**src/rtl/imem_program_loader.sv**
```systemverilog
// Streams a big-endian program image from a byte handshake into instruction memory,
// holding the core in reset until the whole image has been written.
module imem_program_loader #(
  parameter int              ISIZE     = 32,
  parameter int              AW        = 32,
  parameter logic [AW-1:0]   BASE_ADDR = '0,
  parameter int              MAX_WORDS = 256
) (
  input  logic             clk,
  input  logic             rst,
  input  logic             start,
  input  logic             in_valid,
  input  logic [7:0]       in_data,
  output logic             in_ready,
  output logic             mem_wen,
  output logic [AW-1:0]    mem_addr,
  output logic [ISIZE-1:0] mem_wdata,
  output logic             cpu_rst,
  output logic             busy,
  output logic             done,
  output logic             err
);

  localparam int BPW = ISIZE / 8;
  localparam int BCW = (BPW > 1) ? $clog2(BPW) : 1;
  localparam logic [BCW-1:0] LAST_BYTE = BCW'(BPW - 1);

  localparam logic [2:0] IDLE  = 3'd0;
  localparam logic [2:0] HDR   = 3'd1;
  localparam logic [2:0] DATA  = 3'd2;
  localparam logic [2:0] WRITE = 3'd3;
  localparam logic [2:0] DONE  = 3'd4;

  logic [2:0]       state, state_nxt;
  logic             err_nxt;
  logic             hdr_cnt;
  logic [7:0]       n_hi;
  logic [15:0]      n_words;
  logic [15:0]      word_cnt;
  logic [BCW-1:0]   byte_cnt;
  logic [ISIZE-9:0] word_reg;
  logic [ISIZE-1:0] word_nxt;
  logic [15:0]      hdr_n;
  logic             accept;
  logic             last_word;

  assign accept    = in_valid && in_ready;
  assign hdr_n     = {n_hi, in_data};
  // word_reg holds only the earlier bytes; the incoming byte completes the word
  assign word_nxt  = {word_reg, in_data};
  assign last_word = ({1'b0, word_cnt} + 17'd1) == {1'b0, n_words};

  always_comb begin
    state_nxt = state;
    err_nxt   = err;
    case (state)
      IDLE, DONE: begin
        if (start) begin
          state_nxt = HDR;
          err_nxt   = 1'b0;
        end
      end
      HDR: begin
        if (accept && hdr_cnt) begin
          if (hdr_n == 16'd0) begin
            state_nxt = DONE;
          end else if ({16'd0, hdr_n} > 32'(MAX_WORDS)) begin
            state_nxt = DONE;
            err_nxt   = 1'b1;
          end else begin
            state_nxt = DATA;
          end
        end
      end
      DATA: begin
        if (accept && (byte_cnt == LAST_BYTE)) state_nxt = WRITE;
      end
      WRITE:   state_nxt = last_word ? DONE : DATA;
      default: state_nxt = IDLE;
    endcase
  end

  // Outputs are registered from the next state so they line up with the state itself
  always_ff @(posedge clk or posedge rst) begin
    if (rst) begin
      state     <= IDLE;
      in_ready  <= 1'b0;
      mem_wen   <= 1'b0;
      mem_addr  <= BASE_ADDR;
      mem_wdata <= '0;
      busy      <= 1'b0;
      done      <= 1'b0;
      err       <= 1'b0;
      cpu_rst   <= 1'b1;
      hdr_cnt   <= 1'b0;
      n_hi      <= '0;
      n_words   <= '0;
      word_cnt  <= '0;
      byte_cnt  <= '0;
      word_reg  <= '0;
    end else begin
      state    <= state_nxt;
      err      <= err_nxt;
      in_ready <= (state_nxt == HDR) || (state_nxt == DATA);
      mem_wen  <= (state_nxt == WRITE);
      busy     <= (state_nxt == HDR) || (state_nxt == DATA) || (state_nxt == WRITE);
      done     <= (state_nxt == DONE);
      cpu_rst  <= (state_nxt == DONE) ? err_nxt : 1'b1;

      if (state_nxt == WRITE) begin
        mem_addr  <= BASE_ADDR + AW'(word_cnt);
        mem_wdata <= word_nxt;
      end

      case (state)
        IDLE, DONE: begin
          if (start) hdr_cnt <= 1'b0;
        end
        HDR: begin
          if (accept) begin
            if (!hdr_cnt) begin
              n_hi    <= in_data;
              hdr_cnt <= 1'b1;
            end else begin
              n_words  <= hdr_n;
              word_cnt <= '0;
              byte_cnt <= '0;
            end
          end
        end
        DATA: begin
          if (accept) begin
            word_reg <= word_nxt[ISIZE-9:0];
            byte_cnt <= (byte_cnt == LAST_BYTE) ? '0 : byte_cnt + 1'b1;
          end
        end
        WRITE:   word_cnt <= word_cnt + 16'd1;
        default: ;
      endcase
    end
  end

endmodule
```
**config.mk**
```make
export PLATFORM = sky130hd
export DESIGN_NAME = imem_program_loader
export DESIGN_NICKNAME = d
export VERILOG_FILES = /design/src/rtl/imem_program_loader.sv
export SDC_FILE = /design/constraint.sdc
export NUM_CORES = 1
export LEC_CHECK = 0
export CORE_AREA = 2 2 129 162
export CTS_BUF_LIST = sky130_fd_sc_hd__clkbuf_4 sky130_fd_sc_hd__clkbuf_8
export CTS_CLUSTER_SIZE = 24
export DETAILED_ROUTE_END_ITERATION = 6
export DIE_AREA = 0 0 131 164
export GPL_ROUTABILITY_DRIVEN = 0
export SLEW_MARGIN = 5
export SYNTH_ARGS = -nofsm -noshare
export SYNTH_HDL_FRONTEND = slang
export SYNTH_SLANG_ARGS = --single-unit
```
**constraint.sdc**
```tcl
create_clock -name clk -period 5.3 [get_ports clk]
set_input_delay 1.59 -clock clk [delete_from_list [all_inputs] [get_ports clk]]
set_output_delay 1.59 -clock clk [all_outputs]
set_load 0.005 [all_outputs]
```
==> results.md <==
* Fraction of layout cells with a size suffix above 1 at 27.1%
* Buffers added on ports at 65
* Synth Area in Compound Gates at 8.11%
* Synthesis-stage register bit count at 124
* RSZ-0062 raised after global routing: no
* Met2 GRT Util at 21.7%
* Core area at 20000 sq um
* Final worst slack at 2030 ps
* Vias per inst at 4.69
* Yosys top cell area share at 54.3%
* Die Y at 164 um
* Total clock sinks at 124
* Leak at 2.96 nW
* Syn Inst Count at 462
* Vias in the first global route at 3931
* CTS root buf: clkbuf_8
* Fmax at 306 MHz
* Synth Cell Area at 5670 sq um
* Clock-pin slew on the worst setup and hold paths at 80 ps
* WL final at 12500 um
* Tot Pwr at 3.74 mW
* Worst vdd ir at 0.247 mV
* Worst hold slack at 504 ps
* Setup tns final at 0 ps
* Via count at 3780
* Drt drc at 0
* H-Tree Depth at 4
* Count of flip-flops with a built-in enable after synthesis at 0
* Area contributors post-synth: dfrtp_1, mux2_2, buf_4
* GR met1 Demand/Resource at 14.2%
* Crit path time final at 3270 ps
* Yosys cell types at 58
* Pre-CTS setup slack at 1550 ps
* Io pins at 82
* CTS tree: yes
* Register area share after synthesis at 54.8%
* Post-Synth Adder-Cell Area at 0.442%
* Setup violations, final at 0
* Power per Cell Area at 535 nW/um^2
* Gr usage total at 12.3%
* CTS buffer count at 17
* Post-synthesis simple-gate area fraction at 9.87%
* Worst skew pair latency at 430 ps
* Main flop type after synthesis: dfrtp_1
* Initial antenna violation count at 0
* CTS Hold Buffers Added at 0
* Status: finished, final reports clean
* Die width at 131 um
* Crit end category: flop
* YS warnings at 0
* Type of the worst setup path: in -> reg
* Commonest non-fill, non-tap cell in the layout: dfrtp_1
* Diodes inserted at 0
* Largest family of logic cells by synthesized area: multiplexers
* GRT busiest layer: met2
* Hold crit path type: reg -> reg
* DIE AREA at 21500 sq um
* Total gr overflow at 0
* Crit-path max FO at 5
* Drt wl/cell at 15.5 um
* Largest net degree at the start of global routing at 70
* Area Growth Syn to Fin at 23.2%
* # resized after CTS at 0
* Bufs on Longest Clock Path at 2
* Slew @ Worst Pin at 929 ps
* Final number of hold-violating endpoints at 0
* Tcrit/Tclk final at 61.7%
* Final ANT Viol Nets at 0
* Async SR Flop Fraction at 100%
* Most frequent cells in the layout: dfrtp_1, mux2_2, clkdlybuf4s50_1
* First DRT Iteration DRCs at 155
* Setup bufs post-CTS at 0
* Synth Area in XOR/XNOR at 2.63%
* Critical Path Source Type: primary input
* Max FFs per register at 32
* Maxcap violations at 0
* Core Util, Final at 35.0%
* First drt pass iteration count at 4
* Met3 usage in global routing at 3.39%
* Clk_skew at 9.71 ps
* Yosys top cell by area: dfrtp_1
* Row Count at 58
* Max_slew headroom at 37.7%
* Avg Inst Size Synth at 12.3 sq um
* Dpl hpwl at 8930 um
* Slew Limit Fails at 0
* NumNets Final at 537
* Crit path required time at 5640 ps
* Initial core utilization at 28.4%
* Critical Path AT at 3610 ps
* First-pass GRT wire length at 20500 um
* Mux cell area share after synthesis at 19.3%
-- per-stage QoR --
| stage | instances | cell area, sq um |
|---|---|---|
| after floorplan | 477 | 5720 |
| after global placement | 774 | 6520 |
| after detailed placement | 774 | 6520 |
| after CTS | 806 | 6980 |
| after global routing | 806 | 6980 |
| final | 806 | 6980 |
-- area by class of cell --
type	count	area (sq um)
clock inverters	14	218
repair buffers	71	696
well taps	270	338
multi-input cells	303	2350
fillers	1978	13000
flip-flops and latches	124	3100
inverters	6	25.0
clock buffers	18	248
-- layer usage --
metal,up-vias,routed length (um)
met1,1922,5100
met5,-,0
li1,1752,-
met4,0,64
met3,4,553
met2,102,6760
-- final timing paths --
path | startpoint | end | slack (ps) | cells after the start
max | in_data[4] | cpu_rst | 2030 | 7
min | word_reg[23] | mem_wdata[31] | 500 | 1
max reg2reg | word_cnt[0] | state[2] | 2470 | 7
min reg2reg | word_reg[23] | mem_wdata[31] | 500 | 1
max in group asynchronous | rst | cpu_rst | 2660 | 3
min in group asynchronous | rst | done | 1690 | 2
-- synth_stat cells (all sizes together) (2+ instances only) --
cell / n
a22o: 3
nand3: 11
dfrtp: 123
nand2b: 4
and4: 2
nor3b: 4
nor2: 19
a21oi: 10
o21ai: 27
o31ai: 4
nor4: 7
mux2: 96
nand3b: 4
nor3: 4
a21o: 2
nand2: 25
buf: 30
a311o: 2
a31oi: 2
inv: 5
nand4: 7
clkbuf: 14
and3: 4
ha: 2
o41ai: 2
a41oi: 2
a22oi: 2
nor2b: 6
xnor2: 10
xor2: 7
-- cells by family after synthesis --
logic type / after synthesis
mux: 97
other cells: 1
compound gates: 70
buf+inv: 50
flops: 124
xor+xnor: 17
simple gates: 101
fa+ha+maj: 2
-- worst max-delay path: stages --
cell and delay (ps):
clkdlybuf4s50_1 580, nor4_1 430, nand3b_1 200, a311o_1 350
a21oi_1 240, nor2b_1 170, a21oi_1 50
-- report_power, final --
part | switching [mW] | leakage [nW] | internal, mW | total (mW)
Clock | 0.379 | 0.225 | 0.574 | 0.953
Combinational | 0.418 | 1.15 | 0.708 | 1.13
Sequential | 0.321 | 1.58 | 1.34 | 1.66
Total | 1.12 | 2.96 | 2.62 | 3.74
No activity file was read; power rests on OpenSTA's default activity.
